`src/rtl/hangman_pkg.sv`:
```
// Shared types and constants for the hangman game sequencer.
package hangman_pkg;

  localparam int MAX_LEN_DEF = 7;
  localparam int CHAR_W_DEF  = 7;

  localparam logic [6:0] ASCII_A = 7'h41;
  localparam logic [6:0] ASCII_Z = 7'h5A;

  typedef enum logic [2:0] {
    IDLE  = 3'd0,
    LOAD  = 3'd1,
    PLAY  = 3'd2,
    CHECK = 3'd3,
    EVAL  = 3'd4,
    WIN   = 3'd5,
    LOSE  = 3'd6
  } state_e;

endpackage

```
`src/rtl/letter_match_vec.sv`:
```
// Parallel compare of one guessed letter against every word position, masked to the used length.
module letter_match_vec #(
  parameter int MAX_LEN = 7,
  parameter int CHAR_W  = 7,
  parameter int LEN_W   = 3
) (
  input  logic [MAX_LEN*CHAR_W-1:0] word_i,
  input  logic [CHAR_W-1:0]         guess_i,
  input  logic [LEN_W-1:0]          len_i,
  output logic [MAX_LEN-1:0]        match_o,
  output logic [MAX_LEN-1:0]        used_o
);

  always_comb begin
    match_o = '0;
    used_o  = '0;
    for (int k = 0; k < MAX_LEN; k++) begin
      used_o[k]  = (k < int'(len_i));
      match_o[k] = (word_i[k*CHAR_W +: CHAR_W] == guess_i) && (k < int'(len_i));
    end
  end

endmodule

```
`src/rtl/hangman_game_ctrl.sv`:
```
// Hangman sequencer: requests/loads a word, evaluates one guess per three cycles, tracks mask and lives.
// Define HANGMAN_DUP_FILTER_EN to keep a guessed-letter history and reject repeated letters.
module hangman_game_ctrl
  import hangman_pkg::*;
#(
  parameter int MAX_LEN  = MAX_LEN_DEF,
  parameter int CHAR_W   = CHAR_W_DEF,
  parameter int LIVES    = 7,
  localparam int LIFE_W  = $clog2(LIVES + 1)
) (
  input  logic                      clk,
  input  logic                      reset,
  input  logic                      new_game,
  output logic                      word_req,
  input  logic                      word_valid,
  input  logic [MAX_LEN*CHAR_W-1:0] word_i,
  input  logic [2:0]                word_len,
  input  logic                      guess_valid,
  input  logic [CHAR_W-1:0]         guess_char,
  output logic                      guess_ready,
  output logic                      guess_reject,
  output logic [MAX_LEN-1:0]        reveal_mask,
  output logic [LIFE_W-1:0]         lives,
  output logic                      win,
  output logic                      lose
);

  localparam int LEN_W = $clog2(MAX_LEN + 1);

  state_e                    state_q, state_d;
  logic [MAX_LEN-1:0]        mask_q, mask_d;
  logic [LIFE_W-1:0]         lives_q, lives_d;
  logic [LEN_W-1:0]          len_q, len_d;
  logic                      word_req_q, word_req_d;
  logic                      reject_q, reject_d;
  logic [MAX_LEN*CHAR_W-1:0] word_q;
  logic [CHAR_W-1:0]         guess_q;
  logic                      load_word;
  logic [MAX_LEN-1:0]        match;
  logic [MAX_LEN-1:0]        used;
  logic                      legal;
  logic                      dup;
  logic                      accept;

  letter_match_vec #(
    .MAX_LEN (MAX_LEN),
    .CHAR_W  (CHAR_W),
    .LEN_W   (LEN_W)
  ) u_match (
    .word_i  (word_q),
    .guess_i (guess_q),
    .len_i   (len_q),
    .match_o (match),
    .used_o  (used)
  );

  assign legal  = (guess_q >= CHAR_W'(ASCII_A)) && (guess_q <= CHAR_W'(ASCII_Z));
  assign accept = legal && !dup;

`ifdef HANGMAN_DUP_FILTER_EN
  logic [25:0] hist_q;
  logic [4:0]  letter_idx;

  assign letter_idx = 5'(guess_q - CHAR_W'(ASCII_A));
  assign dup        = legal && hist_q[letter_idx];

  // History follows the word: cleared on load, marked only by accepted guesses.
  always_ff @(posedge clk or posedge reset) begin
    if (reset) begin
      hist_q <= '0;
    end else if (load_word) begin
      hist_q <= '0;
    end else if ((state_q == CHECK) && !new_game && accept) begin
      hist_q[letter_idx] <= 1'b1;
    end
  end
`else
  assign dup = 1'b0;
`endif

  always_comb begin
    state_d    = state_q;
    mask_d     = mask_q;
    lives_d    = lives_q;
    len_d      = len_q;
    word_req_d = 1'b0;
    reject_d   = 1'b0;
    load_word  = 1'b0;
    // A restart overrides everything, including a guess in flight.
    if (new_game) begin
      state_d    = LOAD;
      word_req_d = 1'b1;
    end else begin
      case (state_q)
        LOAD: begin
          if (word_valid) begin
            if (word_len == 3'd0) begin
              word_req_d = 1'b1;
            end else begin
              load_word = 1'b1;
              len_d     = (int'(word_len) > MAX_LEN) ? LEN_W'(MAX_LEN) : LEN_W'(word_len);
              mask_d    = '0;
              lives_d   = LIFE_W'(LIVES);
              state_d   = PLAY;
            end
          end
        end
        PLAY: begin
          if (guess_valid) state_d = CHECK;
        end
        CHECK: begin
          if (!accept) begin
            reject_d = 1'b1;
            state_d  = PLAY;
          end else begin
            mask_d = mask_q | match;
            if ((match == '0) && (lives_q != '0)) lives_d = lives_q - LIFE_W'(1);
            state_d = EVAL;
          end
        end
        EVAL: begin
          if (&(mask_q | ~used))  state_d = WIN;
          else if (lives_q == '0) state_d = LOSE;
          else                    state_d = PLAY;
        end
        default: ;
      endcase
    end
  end

  always_ff @(posedge clk or posedge reset) begin
    if (reset) begin
      state_q    <= IDLE;
      mask_q     <= '0;
      lives_q    <= LIFE_W'(LIVES);
      len_q      <= '0;
      word_req_q <= 1'b0;
      reject_q   <= 1'b0;
    end else begin
      state_q    <= state_d;
      mask_q     <= mask_d;
      lives_q    <= lives_d;
      len_q      <= len_d;
      word_req_q <= word_req_d;
      reject_q   <= reject_d;
    end
  end

  // Word and guess are pure data; the FSM decides when they are meaningful.
  always_ff @(posedge clk) begin
    if (load_word) word_q <= word_i;
    if ((state_q == PLAY) && guess_valid) guess_q <= guess_char;
  end

  assign word_req     = word_req_q;
  assign guess_reject = reject_q;
  assign reveal_mask  = mask_q;
  assign lives        = lives_q;
  assign guess_ready  = (state_q == PLAY);
  assign win          = (state_q == WIN);
  assign lose         = (state_q == LOSE);

endmodule

```
`config.mk`:
```
export PLATFORM = sky130hd
export DESIGN_NAME = hangman_game_ctrl
export DESIGN_NICKNAME = d
export VERILOG_FILES = /design/src/rtl/hangman_pkg.sv /design/src/rtl/letter_match_vec.sv /design/src/rtl/hangman_game_ctrl.sv
export SDC_FILE = /design/constraint.sdc
export NUM_CORES = 1
export LEC_CHECK = 0
export CAP_MARGIN = 20
export CORE_MARGIN = 2
export CORE_UTILIZATION = 40
export CTS_CLUSTER_SIZE = 25
export DETAILED_ROUTE_END_ITERATION = 7
export PLACE_DENSITY_LB_ADDON = 0.15
export SYNTH_ARGS = -nofsm -noshare
export SYNTH_HDL_FRONTEND = slang
export SYNTH_SLANG_ARGS = --single-unit
export TNS_END_PERCENT = 20
```
`constraint.sdc`:
```
create_clock -name clk -period 3.2 [get_ports clk]
set_input_delay 0.64 -clock clk [delete_from_list [all_inputs] [get_ports clk]]
set_output_delay 0.64 -clock clk [all_outputs]
set_load 0.02 [all_outputs]
```
[Word-level counts from Yosys, hierarchy flattened]
Cells that the tools add are included.
Storage, ports and cells
  register bits after elaboration: 74
Cells by class
  add/sub/neg operators: 1
  order comparisons: 9
  equality and inequality tests: 20
  mux-type cells: 28
  bitwise gates (word level): 5
  reduce and logical (&&, ||, !) cells: 21
Operators with widths (number)
  $eq 7x7->1: 7
  $mux 3: 11
  $mux 7: 3
  $or 7x7->7: 2
  $pmux 7 s2: 1
  $pmux 3 s4: 1
  $mux 1: 11
  $logic_and 1x1->1: 10
  $eq 3x3->1 const B: 3
  $lt 3x3->1 const A: 3
  $ne 3x3->1 const B: 3
  $ne 2x2->1 const B: 4
  $reduce_and 4->1: 2
  $ge 7x7->1 const B: 1
  $le 7x7->1 const B: 1
  $logic_not 7->1: 1
  $not 7->7: 1
  $reduce_and 7->1: 1
  $eq 3x2->1 const B: 2
  $logic_not 3->1: 2
  $lt 1x3->1 const A: 2
  $lt 2x3->1 const A: 2
  $pmux 3 s2: 1
  $reduce_and 6->1: 1
  other kinds (7): 8

[Longest topological paths before layout]
Gate-level depths: netlist of run 1.
  depth after elaboration: 7
  mapped depth: 7
  depth with buffers taken out: 6

[Hierarchy]
A second synthesis of run 1 with hierarchy kept.
Unflattened totals
  cells, all modules: 238
  area, all modules: 3350.7 um^2
Modules (own cells, without submodules)
  hangman_game_ctrl: instances 1, cells each 154, area an instance 2652.5 um^2, seq. area each 2135.8 um^2
  letter_match_vec: instances 1, cells each 84, area an instance 698.2 um^2, seq. area each 0.0 um^2

[Least setup slack after synthesis of run 1]
No wires, ideal clock.
  path kind: register -> register
  start point: reg state_q[0]
  end point: reg word_q[0], enable pin
  setup time: 387 ps
  arrival: 1956 ps
  path slack: 857 ps
  stages on the path, launching flop included: 6
  buffers on the path: 2
  clock period less this slack: 2343 ps
  cells stage by stage: dfrtp_1 > clkbuf_1 > inv_2 > nor3_1 > nor3b_1 > buf_2
Between the ends
  cells in the longest elaborated chain, start to end: 3
Ends and longest elaborated chain
  start, declared: RTL line hangman_game_ctrl.sv:30  | state_e state_q, state_d;
  start signal, assigned: RTL line hangman_game_ctrl.sv:140  | state_q <= state_d;
  $eq 3x1->1: RTL line hangman_game_ctrl.sv:94  | case (state_q)
  $mux 1: RTL line hangman_game_ctrl.sv:94
  $mux 1: RTL line hangman_game_ctrl.sv:90  | if (new_game) begin
  named net load_word: RTL line hangman_game_ctrl.sv:38  | logic load_word;
  end signal, assigned: RTL line hangman_game_ctrl.sv:151  | if (load_word) word_q <= word_i;
  end, declared: RTL line hangman_game_ctrl.sv:36  | logic [MAX_LEN*CHAR_W-1:0] word_q;
The timed path passes the listed nets, and every way through them passes these cells.
A chain may end at the register's enable or synchronous reset.

[Worst setup path in the final report of run 1]
  start point: reg state_q[1]
  end point: out guess_ready
Between the ends
  cells in the longest elaborated chain, start to end: 1
Ends and longest elaborated chain
  $eq 3x2->1: RTL line hangman_game_ctrl.sv:159  | assign guess_ready = (state_q == PLAY);
  end, declared: RTL line hangman_game_ctrl.sv:20  | output logic guess_ready,
Every way passes these cells.

==> results of run 1 <==
==> area by class of cell <==
type,count,area [um2],area share
sequential,74,2140,0.478
multi-input combinational,149,1060,0.237
timing repair buffer,80,821,0.184
clock buffer,12,165,0.0369
tap,105,131,0.0294
clock inverter,4,120,0.0269
inverter,10,37.5,0.00840
==> critical path: stages (launching register included) <==
cell	delay (ns)
sky130_fd_sc_hd__dfrtp_1	0.50
sky130_fd_sc_hd__inv_1	0.18
sky130_fd_sc_hd__nor3_1	0.30
sky130_fd_sc_hd__clkdlybuf4s50_1	0.66
==> state kept, by name, summed over array words and instances, names as in the netlist <==
signal and count:
guess_q 7, guess_reject 1, len_q 3, lives 3, reveal_mask 7, state_q 3, word_q 49, word_req 1
==> per-stage QoR <==
stage          setup slack (ns)  utilization  power (mW)
2_1_floorplan             0.857            -        1.63
3_3_place_gp              0.715        0.515        1.85
3_5_place_dp              0.637        0.515        1.86
4_1_cts                   0.565        0.550        2.86
5_1_grt                   0.441        0.550        2.98
6_report                  0.588        0.550        2.84
==> report_power, final <==
group          total, mW  internal (mW)  switching, mW
Combinational      0.518          0.261          0.257
Sequential          1.32           1.18          0.144
Clock              0.997          0.661          0.336
Total               2.84           2.10          0.737
==> cell families (layout without fill, tap and decap cells) <==
group | after synthesis | after routing
AOI/OAI and AO/OA | 37 | 37
xor gates and xnor gates | 49 | 49
adders and majority gates | 2 | 2
buffers and inverters | 21 | 106
DFF | 74 | 74
muxes | 2 | 2
and+or+nand+nor | 59 | 59
==> worst paths after layout <==
kind                            start             end  slack (ns)  cells after the start
max                        state_q[1]     guess_ready        0.59                      3
min                          lives[2]        lives[2]        0.53                      2
max reg2reg                guess_q[2]        lives[1]        0.83                      6
min reg2reg                  lives[2]        lives[2]        0.53                      2
max in group asynchronous       reset        len_q[0]        2.04                      2
min in group asynchronous       reset  reveal_mask[5]        0.71                      2
==> metal layers <==
metal,wire [um],GRT usage,up-vias
met5,0,0,-
met4,165,0.0930,0
met3,415,0.0327,13
met2,3410,0.268,94
met1,3050,0.220,1074
li1,-,-,1054
==> placed cells by master (no fill, tap or decap), drive strengths merged, types with 2 or more instances in the layout <==
| master | instances |
|---|---|
| buf | 2 |
| nor3 | 8 |
| ha | 2 |
| nor3b | 2 |
| o21ai | 10 |
| clkdlybuf4s50 | 78 |
| a221oi | 2 |
| nand2 | 10 |
| inv | 10 |
| o211a | 2 |
| nand3 | 3 |
| nand2b | 2 |
| a21oi | 10 |
| nand4 | 8 |
| dfstp | 3 |
| bufinv | 4 |
| nor4 | 9 |
| a31oi | 4 |
| or4 | 2 |
| clkbuf | 12 |
| dfrtp | 15 |
| a211oi | 3 |
| mux2 | 2 |
| nor2 | 11 |
| edfxtp | 56 |
| o22ai | 2 |
| xnor2 | 22 |
| xor2 | 27 |
==> results.md, run 1 <==
Outcome:
- The run finished with clean final reports.

Logic synthesis:
- By count the netlist is led by sky130_fd_sc_hd__edfxtp_1, sky130_fd_sc_hd__xor2_1, sky130_fd_sc_hd__xnor2_1.
- By area, the combinational part of the netlist is dominated by XOR/XNOR gates.
- In this run the cell area of the synthesized design comes to 0.00331 mm2.
- The average cell area after synthesis is 13.6 um2.
- The number of nets in the synthesized netlist is 310.
- The number of warnings printed during yosys synthesis is 0.
- The synthesized design spends more area on one cell type than any other, namely sky130_fd_sc_hd__edfxtp_1.
- The synthesized instance count is 244.
- The post-synthesis sequential area ratio is 0.646.
- The area share of the largest cell type after synthesis is 0.509.
- Yosys attributes the largest share of cell area to sky130_fd_sc_hd__edfxtp_1, sky130_fd_sc_hd__dfrtp_1, sky130_fd_sc_hd__xor2_1.
- After synthesis the netlist holds a flip-flop and latch count of 74.
- The most frequent cell after synthesis is sky130_fd_sc_hd__edfxtp_1.
- The synthesized-area fraction occupied by ao, oa, aoi and oai cells was 0.0745.
- Counting distinct cell types in the post-synthesis netlist gives 41.
- Of the total synthesized cell area, the portion taken by XOR and XNOR cells is 0.130.
- Of the total synthesized cell area, the portion taken by AND, OR, NAND and NOR gates is 0.100.
- In the synthesized netlist the dominant register cell turns out to be sky130_fd_sc_hd__edfxtp_1.
- After synthesis, the share of flip-flops with an asynchronous set or reset is 0.243.
- Yosys mapped a number of flops with a built-in enable equal to 56.
- The share of cell area taken by muxes after synthesis is 0.00681.
- The area share of fa/ha/maj cells after synthesis is 0.00757.

GRT:
- The initial antenna violation count came to 0.
- The first global-routing pass estimated 11,000 um of wire.
- The maximum number of pins on one net before global-route repair is 34.
- In the global route stage, overall resource usage came out at 0.170.
- The via count of the first global-routing pass is 2,208.
- For this run the aggregate overflow at the end of global routing stands at 0.

Setup path:
- STA classifies the critical path startpoint as a flop.
- At the worst endpoint, the required time is 2.56 ns.
- The nature of the critical path endpoint is a primary output.
- The critical path is of the reg -> out type.
- Data on the critical path arrives at its endpoint at 1.97 ns.
- Along the worst path, the maximum fanout reaches 9.

Die:
- The I/O pin count is 79.
- The overall die height is 94.9 um.
- The core region is 0.00813 mm2.
- The total die area is 0.00901 mm2.
- The initial utilization of the core area, before any placement, comes to 0.407.
- The count of standard-cell rows is 33.
- The horizontal die dimension is 94.9 um.

Placed design:
- The placed instances occupy a cell area of 0.00419 mm2.
- The number of placed instances, taps included is 418.
- The routability congestion estimate is 0.837.
- The placed wire-length estimate after detailed placement is 5040 um.
- The number of buffer cells added on primary ports is 78.

Detailed routing:
- The first-pass detailed-route iteration total is 4.
- The DRC violation total after the first TritonRoute iteration is 121.
- After detailed routing, the number of vias per cell comes to 5.15.
- The count of antenna-violating nets left after detailed routing is 0.
- The detailed-route DRC error count is 0.
- The detailed-route wire length per cell is 16.2 um.
- The total wire length is 7040 um.
- The routed layout has 2,235 vias.

Cells and area:
- The final standard cell count with taps included and fillers excluded is 434.
- The final layout net count is 390.
- The antenna diode instance count is 0.
- In the final layout, the share of cells above drive strength 1 is 0.0942.
- Relative to the synthesized area, the layout overhead comes to 35.2%.
- Fill cells in the final layout number 693.
- The post-layout instance area is 0.00447 mm2.

Clock network:
- The register clock-pin slew on the reported worst setup and hold paths is 0.08 ns.
- Counting every sink on the clock net gives 74.
- The number of buffers added for setup after CTS is 0.
- The maximum level of the CTS H-tree is 3.
- The clock passes through at most 2 buffers.
- The hold-fix buffer count after cts is 0.
- The clock latency reported for the late side of the worst-skew pair is 0.34 ns.
- TritonCTS built the clock tree.
- The count of cells resized by post-cts repair is 0.
- In this run, CTS created clock tree buffers numbering 9.
- In this run the clock root is driven by a sky130_fd_sc_hd__clkbuf_8.

Run:
- Across the run, the number of max-cap violations was 0.

STA:
- Setup repair after global routing left no endpoint under its margin.
- Headroom to the max-slew limit came out at 0.526.
- Hold is met by 0.530 ns.
- The max-slew violation total from the final report is 0.
- The total count of hold-check failures in the final report is 0.
- The slew at the pin closest to its max-slew limit is 0.711 ns.
- Setup violations remaining at the end of the flow were counted as 0.
- Setup total negative slack on the finished layout was measured at 0 ns.
- The setup clock skew after layout is 0.00898 ns.
- Static timing analysis puts the maximum clock frequency at 0.383 GHz.
- Dividing the final minimum period by the clock period gives 0.816.
- The minimum clock period after layout is 2.61 ns.

Power:
- Across the VDD grid, the largest voltage drop is 303 uV.
- For this design the ratio of total power to cell area is 635 mW/mm2.
- In this run the static leakage power is 1.61 nW.

Min path:
- The class of the tightest hold or removal check is reg -> reg.
(Power assumes the default switching activity.)
==> run 2, diff against run 1 <==
==> constraint.sdc (replaced) <==
create_clock -name clk -period 2.4 [get_ports clk]
set_input_delay 0.48 -clock clk [delete_from_list [all_inputs] [get_ports clk]]
set_output_delay 0.48 -clock clk [all_outputs]
set_load 0.02 [all_outputs]
==> run 2 against run 1 <==
Against the previous run:
- die area unchanged
- worst hold slack improved by 0.0011 ns
- global-route usage decreased by 0.71 points
- sequential power increased by 33%
- clock skew decreased by 0.0018 ns
- routed wire length decreased by 1.9%
- combinational power increased by 40%
- total power increased by 25%
- final cell count increased by 1.4%
- critical path type is now reg -> reg
- highest routed layer unchanged
==> results.md, run 2 (same netlist as run 1, synthesis figures left out) <==
Setup path:
- The data arrival time of the critical path was 2.54 ns (+0.57 ns).
- STA classifies the critical path startpoint as a flop.
- The maximum fanout along the worst path was 9 (unchanged).
- STA classifies the critical path endpoint as a flop.
- The required time of the worst setup path is 2.65 ns (+0.09 ns).
- The critical path is of the reg -> reg type.

Cells and area:
- The flip-flop count of the largest register, all copies and words added is 49 (unchanged).
- The final layout net count is 396 (+1.5%).
- The area of the multi-input gates is 0.00107 mm2 (+1.2%).
- The sequential standard cell area was 0.00214 mm2 (about the same).
- The layout cell share with drive strength beyond 1 is 0.116 (+0.0222).
- Leaving out fill and tap cells, the most frequent cells in the layout are sky130_fd_sc_hd__clkdlybuf4s50_1, sky130_fd_sc_hd__edfxtp_1, sky130_fd_sc_hd__xor2_1.
- The post-layout instance area is 0.00447 mm2 (about the same).
- The register with the most flip-flops is word_q.
- The antenna diode instance count is 0 (unchanged).
- The final standard cell count with taps included and fillers excluded is 440 (+1.4%).
- The count of filler cells inserted in the layout is 707 (+2.0%).
- The commonest non-fill, non-tap cell in the layout is sky130_fd_sc_hd__clkdlybuf4s50_1.
- The area added between synthesis and finish came to 35.3% (about the same).

Power:
- The worst vdd rail ir drop is 312 uV (+3.1%).
- The static power due to leakage came to 1.61 nW (+0.28%).
- The areal power density over the cells is 791 mW/mm2 (+25%).

Detailed routing:
- The first-pass detailed-route iteration total came to 4 (unchanged).
- The total wire length was 6910 um (-1.9%).
- The total via count in the routed design came to 2,182 (-2.4%).
- The post-detailed-route via-to-cell ratio was 4.96 (-3.7%).
- The detailed-route DRC error count was 0 (unchanged).
- The detailed-route wire length per cell was 15.7 um (-3.2%).
- The count of antenna-violating nets left after detailed routing is 0 (unchanged).
- The DRC violation total after the first TritonRoute iteration is 123 (+1.7%).

STA:
- The accumulated negative setup slack is 0 ns (unchanged).
- The share of the clock period used by the worst path after layout is 0.953.
- The max-slew violation total from the final report is 0 (unchanged).
- Setup repair after global routing left no endpoint under its margin.
- The number of failing setup endpoints in the final timing report is 0 (unchanged).
- The total count of hold-check failures in the final report is 0 (unchanged).
- The worst-case headroom to the max-slew limit is 0.550 (+0.0243).
- Timing would allow up to 0.437 GHz.
- The setup clock skew after layout came to 0.00721 ns (-0.00177 ns).
- The minimum clock period after layout is 2.29 ns.
- The slew at the pin closest to its max-slew limit is 0.674 ns (-0.0364 ns).

Placed design:
- The total cell area at the placement stage is 0.00424 mm2 (+1.4%).
- The number of buffer cells added on primary ports is 78 (unchanged).
- The number of placed instances, taps included was 424 (+1.4%).
- The routability congestion estimate is 0.839 (+0.24%).
- The placed wire-length estimate after detailed placement is 5170 um (+2.6%).

GRT:
- The wire length of the first global-routing pass is 10,800 um (-2.2%).
- The maximum number of pins on one net before global-route repair is 20 (-41%).
- The initial antenna violation count is 0 (unchanged).
- The total global-route track usage is 0.163 (-0.00710).
- The residual overflow from global routing was 0 (unchanged).
- The via count of the first global-routing pass is 2,207 (-0.045%).

Clock network:
- In this run the clock root is driven by a sky130_fd_sc_hd__clkbuf_8.
- The register clock-pin slew on the reported worst setup and hold paths is 0.08 ns (about the same).
- The number of clock buffers inserted by TritonCTS is 9 (unchanged).
- TritonCTS built the clock tree.
- The clock latency reported for the late side of the worst-skew pair is 0.34 ns (about the same).
- The maximum level of the CTS H-tree is 3 (unchanged).
- The total clock sinks was 74 (unchanged).
- The hold-fix buffer count after cts is 0 (unchanged).
- The clock tree buffer depth is 2 (unchanged).
- The number of buffers added for setup after CTS was 0 (unchanged).

Die:
- The count of standard-cell rows is 33 (unchanged).
- The overall die height is 94.9 um (unchanged).
- The placeable core area is 0.00813 mm2 (unchanged).
- The initial cell density of the core is 0.407 (unchanged).
- The I/O pin count is 79 (unchanged).
- The horizontal die dimension is 94.9 um (unchanged).
- The total die area came to 0.00901 mm2 (unchanged).

Min path:
- In this run the worst hold path is classified as in -> async.

Outcome:
- The flow ran to the end, and the final reports show no timing, DRC or antenna violations.

Run:
- The number of violations of the max-capacitance limit is 0 (unchanged).
## run 2: changes by cell type in the layout (fill, tap and decap cells not counted), sizes merged
cell and change:
clkinv +2, clkdlybuf4s50 -1, clkinvlp +1, clkbuf -1, buf +6, bufinv -2
dlygate4sd2 +1
## run 2: report_power, final
| group | switching [mW] | total, mW | internal (mW) | leakage, nW |
|---|---|---|---|---|
| sequential | 0.182 | 1.76 | 1.57 | 0.739 |
| clock | 0.448 | 1.06 | 0.611 | 0.109 |
| combinational | 0.356 | 0.724 | 0.368 | 0.766 |
## run 2: repair_timing
item	4_1_cts	5_1_grt
cloned	0	0
setup endpoints to repair	1	2
resized for setup	1	3
## run 2: cell type report
class | instances | area share
Multi-Input combinational cell | 149 | 0.240
Sequential cell | 74 | 0.478
Clock inverter | 5 | 0.0173
Tap cell | 105 | 0.0294
Clock buffer | 11 | 0.0316
Timing Repair Buffer | 86 | 0.196
Inverter | 10 | 0.00839
## run 2: per-stage QoR
| step | hold slack [ns] | power (mW) | util | worst slack, ns |
|---|---|---|---|---|
| 2_1_floorplan | 0.416 | 2.17 | - | 0.0569 |
| 3_3_place_gp | 0.510 | 2.49 | 0.522 | 0.154 |
| 6_report | 0.531 | 3.54 | 0.550 | 0.113 |
| 4_1_cts | 0.530 | 3.55 | 0.548 | 0.0685 |
| 5_1_grt | 0.544 | 3.70 | 0.550 | 0.0374 |
| 3_5_place_dp | 0.519 | 2.50 | 0.522 | 0.101 |
## run 2: metal layers
metal | up-vias | wire (um) | part of all wire | track usage
met5 | - | 0 | 0 | 0
met4 | 0 | 108 | 0.016 | 0.0688
met3 | 9 | 376 | 0.054 | 0.0351
met2 | 71 | 3290 | 0.48 | 0.268
met1 | 1035 | 3140 | 0.45 | 0.208
li1 | 1067 | - | - | -
## run 2: worst paths after layout
check,from,slack (ns),end,depth (start not counted)
max in group asynchronous,reset,1.39,state_q[1],2
min in group clk,lives[2],0.53,lives[2],2
setup reg to reg,guess_q[4],0.11,lives[2],6
hold reg to reg,lives[2],0.53,lives[2],2
hold / removal,reset,0.53,reveal_mask[6],2
setup / recovery,guess_q[4],0.11,lives[2],6
## run 2: critical path, cell delays in order, from the launching register on
cell and delay (ns):
sky130_fd_sc_hd__edfxtp_1 0.65, sky130_fd_sc_hd__xnor2_1 0.27, sky130_fd_sc_hd__nand4_1 0.12, sky130_fd_sc_hd__or4_1 0.51, sky130_fd_sc_hd__and4_4 0.19, sky130_fd_sc_hd__and4bb_4 0.21
sky130_fd_sc_hd__a221oi_1 0.24
==> run 3, diff against run 2 <==
--- a/config.mk
+++ b/config.mk
@@ -6,7 +6,7 @@
 export NUM_CORES = 1
 export LEC_CHECK = 0
 export CAP_MARGIN = 20
-export CORE_MARGIN = 2
+export CORE_MARGIN = 4
 export CORE_UTILIZATION = 40
 export CTS_CLUSTER_SIZE = 25
 export DETAILED_ROUTE_END_ITERATION = 7
==> run 3 against run 2 <==
Against the previous run:
- sequential power barely moved
- critical path depth did not move
- sequential share of layout area rose by 0.46 points
- maximum frequency fell by 0.40%
- combinational power fell by 2%
- design area fell by 0.95%
- total power fell by 3.6%
- non-clock buffer count fell by 1
- flip-flop and latch count did not move
- final cell count fell by 0.91%
- die area rose by 8.6%
==> results.md, run 3 (same netlist as run 1, synthesis figures left out) <==
Detailed routing:
- The post-detailed-route via-to-cell ratio was 5.12 (+3.2%).
- The count of antenna-violating nets left after detailed routing was 0 (unchanged).
- The detailed-route DRC error count is 0 (unchanged).
- The total wire length is 7300 um (+5.7%).
- The DRC violation total after the first TritonRoute iteration came to 91 (-26%).
- The total via count in the routed design is 2,231 (+2.2%).
- The detailed-route wire length per cell is 16.7 um (+6.6%).
- The first-pass detailed-route iteration total is 5 (+1).

GRT:
- The met1 usage is 0.199 (-0.00869).
- The via count of the first global-routing pass is 2,296 (+4.0%).
- The met3 track utilization from global routing is 0.0495 (+0.0144).
- The initial antenna violation count is 0 (unchanged).
- The global routing met2 resource utilization is 0.250 (-0.0183).
- The peak-usage layer in the global routing report is met2.
- The wire length of the first global-routing pass was 11,700 um (+8.2%).
- The residual overflow from global routing is 0 (unchanged).
- The total global-route track usage is 0.155 (-0.00770).
- The maximum number of pins on one net before global-route repair is 32 (+60%).

STA:
- The max-slew violation total from the final report was 0 (unchanged).
- The share of the clock period used by the worst path after layout is 0.957 (+0.00382).
- The slew at the pin closest to its max-slew limit is 0.698 ns (+0.0235 ns).
- Setup repair after global routing left no endpoint under its margin.
- The number of failing setup endpoints in the final timing report came to 0 (unchanged).
- The worst-case headroom to the max-slew limit is 0.534 (-0.0157).
- The minimum clock period after layout is 2.30 ns (+0.00917 ns).
- The setup clock skew after layout was 0.00830 ns (+0.00109 ns).
- The accumulated negative setup slack is 0 ns (unchanged).
- The total count of hold-check failures in the final report came to 0 (unchanged).
- The maximum frequency from static timing analysis is 0.435 GHz (-0.40%).

Cells and area:
- The antenna diode instance count is 0 (unchanged).
- Ranked by flip-flop count, first place goes to word_q.
- The flip-flop count of the largest register, all copies and words added is 49 (unchanged).
- In the layout the commonest cells are sky130_fd_sc_hd__clkdlybuf4s50_1, sky130_fd_sc_hd__edfxtp_1, sky130_fd_sc_hd__xor2_1.
- The commonest non-fill, non-tap cell in the layout is sky130_fd_sc_hd__clkdlybuf4s50_1.
- The area added between synthesis and finish is 34.0%.
- The layout cell share with drive strength beyond 1 is 0.117 (+0.000349).
- The final layout net count is 395 (-0.25%).

Setup path:
- The data arrival time of the critical path is 2.53 ns (about the same).
- The nature of the critical path endpoint is a flop.
- The kind of start point of the critical path is a flop.
- The maximum fanout along the worst path came to 9 (unchanged).
- The critical path in this run is classified as reg -> reg.
- The required time of the worst setup path came to 2.63 ns (-0.02 ns).

Die:
- The placeable core area is 0.00789 mm2 (-3.0%).
- The count of standard-cell rows was 32 (-3.0%).
- The horizontal die dimension came to 98.9 um (+4.2%).
- The overall die height came to 98.9 um (+4.2%).
- The total die area came to 0.00979 mm2 (+8.6%).
- The I/O pin count is 79 (unchanged).
- The initial cell density of the core came to 0.419 (+0.0127).

Placed design:
- The placed wire-length estimate after detailed placement is 5520 um (+6.7%).
- The routability congestion estimate came to 0.892 (+6.3%).
- The number of buffer cells added on primary ports is 78 (unchanged).

Clock network:
- The number of clock buffers inserted by TritonCTS is 9 (unchanged).
- The maximum level of the CTS H-tree is 3 (unchanged).
- The clock latency reported for the late side of the worst-skew pair was 0.35 ns (about the same).
- The hold-fix buffer count after cts is 0 (unchanged).
- The number of buffers added for setup after CTS is 0 (unchanged).
- The total clock sinks is 74 (unchanged).
- The clock tree from TritonCTS is yes.
- The clock tree buffer depth is 2 (unchanged).
- The register clock-pin slew on the reported worst setup and hold paths was 0.08 ns (about the same).
- The library cell used as clock root buffer is sky130_fd_sc_hd__clkbuf_8.

Outcome:
- The flow ran to the end, and the final reports show no timing, DRC or antenna violations.

Power:
- The overall power after layout is 3.41 mW (-3.6%).
- The worst vdd rail ir drop came to 484 uV (+55%).
- The areal power density over the cells came to 769 mW/mm2 (-2.7%).
- The static power due to leakage is 1.59 nW (-1.7%).

Min path:
- The class of the tightest hold or removal check is in -> async.

Run:
- The number of violations of the max-capacitance limit is 0 (unchanged).
run 3: changes by cell type in the layout (fill, tap and decap cells not counted), sizes merged:
cell      delta
clkinvlp     +2
buf          -1
bufinv       -1
clkbuf       -1
clkinv       -1
inv          +1
run 3: critical path, cell delays in order, from the launching register on:
cell and delay [ns]:
sky130_fd_sc_hd__edfxtp_1 0.61, sky130_fd_sc_hd__xnor2_1 0.26, sky130_fd_sc_hd__nand4_1 0.12, sky130_fd_sc_hd__nor4_1 0.55, sky130_fd_sc_hd__nor4_2 0.13, sky130_fd_sc_hd__and4bb_4 0.24, sky130_fd_sc_hd__a221oi_1 0.29
run 3: timing repair:
item / CTS / global route
endpoints found under the hold margin: 0 / 0
resized for setup: 2 / 3
endpoints found under the setup margin: 2 / 3
run 3: metal layers:
metal	vias up	share of wire	routed length [um]
met5	-	0	0
met4	0	0.014	103
met3	11	0.067	488
met2	109	0.48	3490
met1	1041	0.44	3220
li1	1070	-	-
run 3: path summary, 6_finish.rpt:
path | slack (ns) | startpoint | cells past startpoint | to
setup / recovery | 0.10 | guess_q[1] | 6 | lives[2]
hold / removal | 0.54 | reset | 2 | guess_reject
setup reg to reg | 0.10 | guess_q[1] | 6 | lives[2]
hold reg to reg | 0.54 | reveal_mask[6] | 2 | reveal_mask[6]
max in group asynchronous | 1.38 | reset | 2 | state_q[1]
min in group clk | 0.54 | reveal_mask[6] | 2 | reveal_mask[6]
run 3: final cells by class:
| cell class | count | area, um2 |
|---|---|---|
| fill | 652 | 3460 |
| multi-input combinational | 149 | 1080 |
| clock inverter | 6 | 66.3 |
| timing repair buffer | 85 | 857 |
| tap | 102 | 128 |
| sequential | 74 | 2140 |
| clock buffer | 10 | 128 |
| inverter | 10 | 37.5 |
run 3: per-stage QoR:
step / util / setup slack [ns] / instance area, um2 / cells / hold WS [ns]
final: 0.562 / 0.104 / 4430 / 436 / 0.538
after global routing: 0.562 / 0.0150 / 4430 / 436 / 0.566
after CTS: 0.560 / 0.0498 / 4420 / 436 / 0.542
after detailed placement: 0.535 / 0.0170 / 4220 / 420 / 0.522
after global placement: 0.535 / 0.100 / 4220 / 420 / 0.516
after floorplan: - / 0.0569 / 3310 / 244 / 0.416
run 3: power by group:
part	leakage (nW)	total [mW]	internal [mW]	switching, mW
Combinational	0.759	0.712	0.355	0.357
Sequential	0.739	1.76	1.57	0.184
Clock	0.0889	0.940	0.482	0.458
Total	1.59	3.41	2.41	0.999
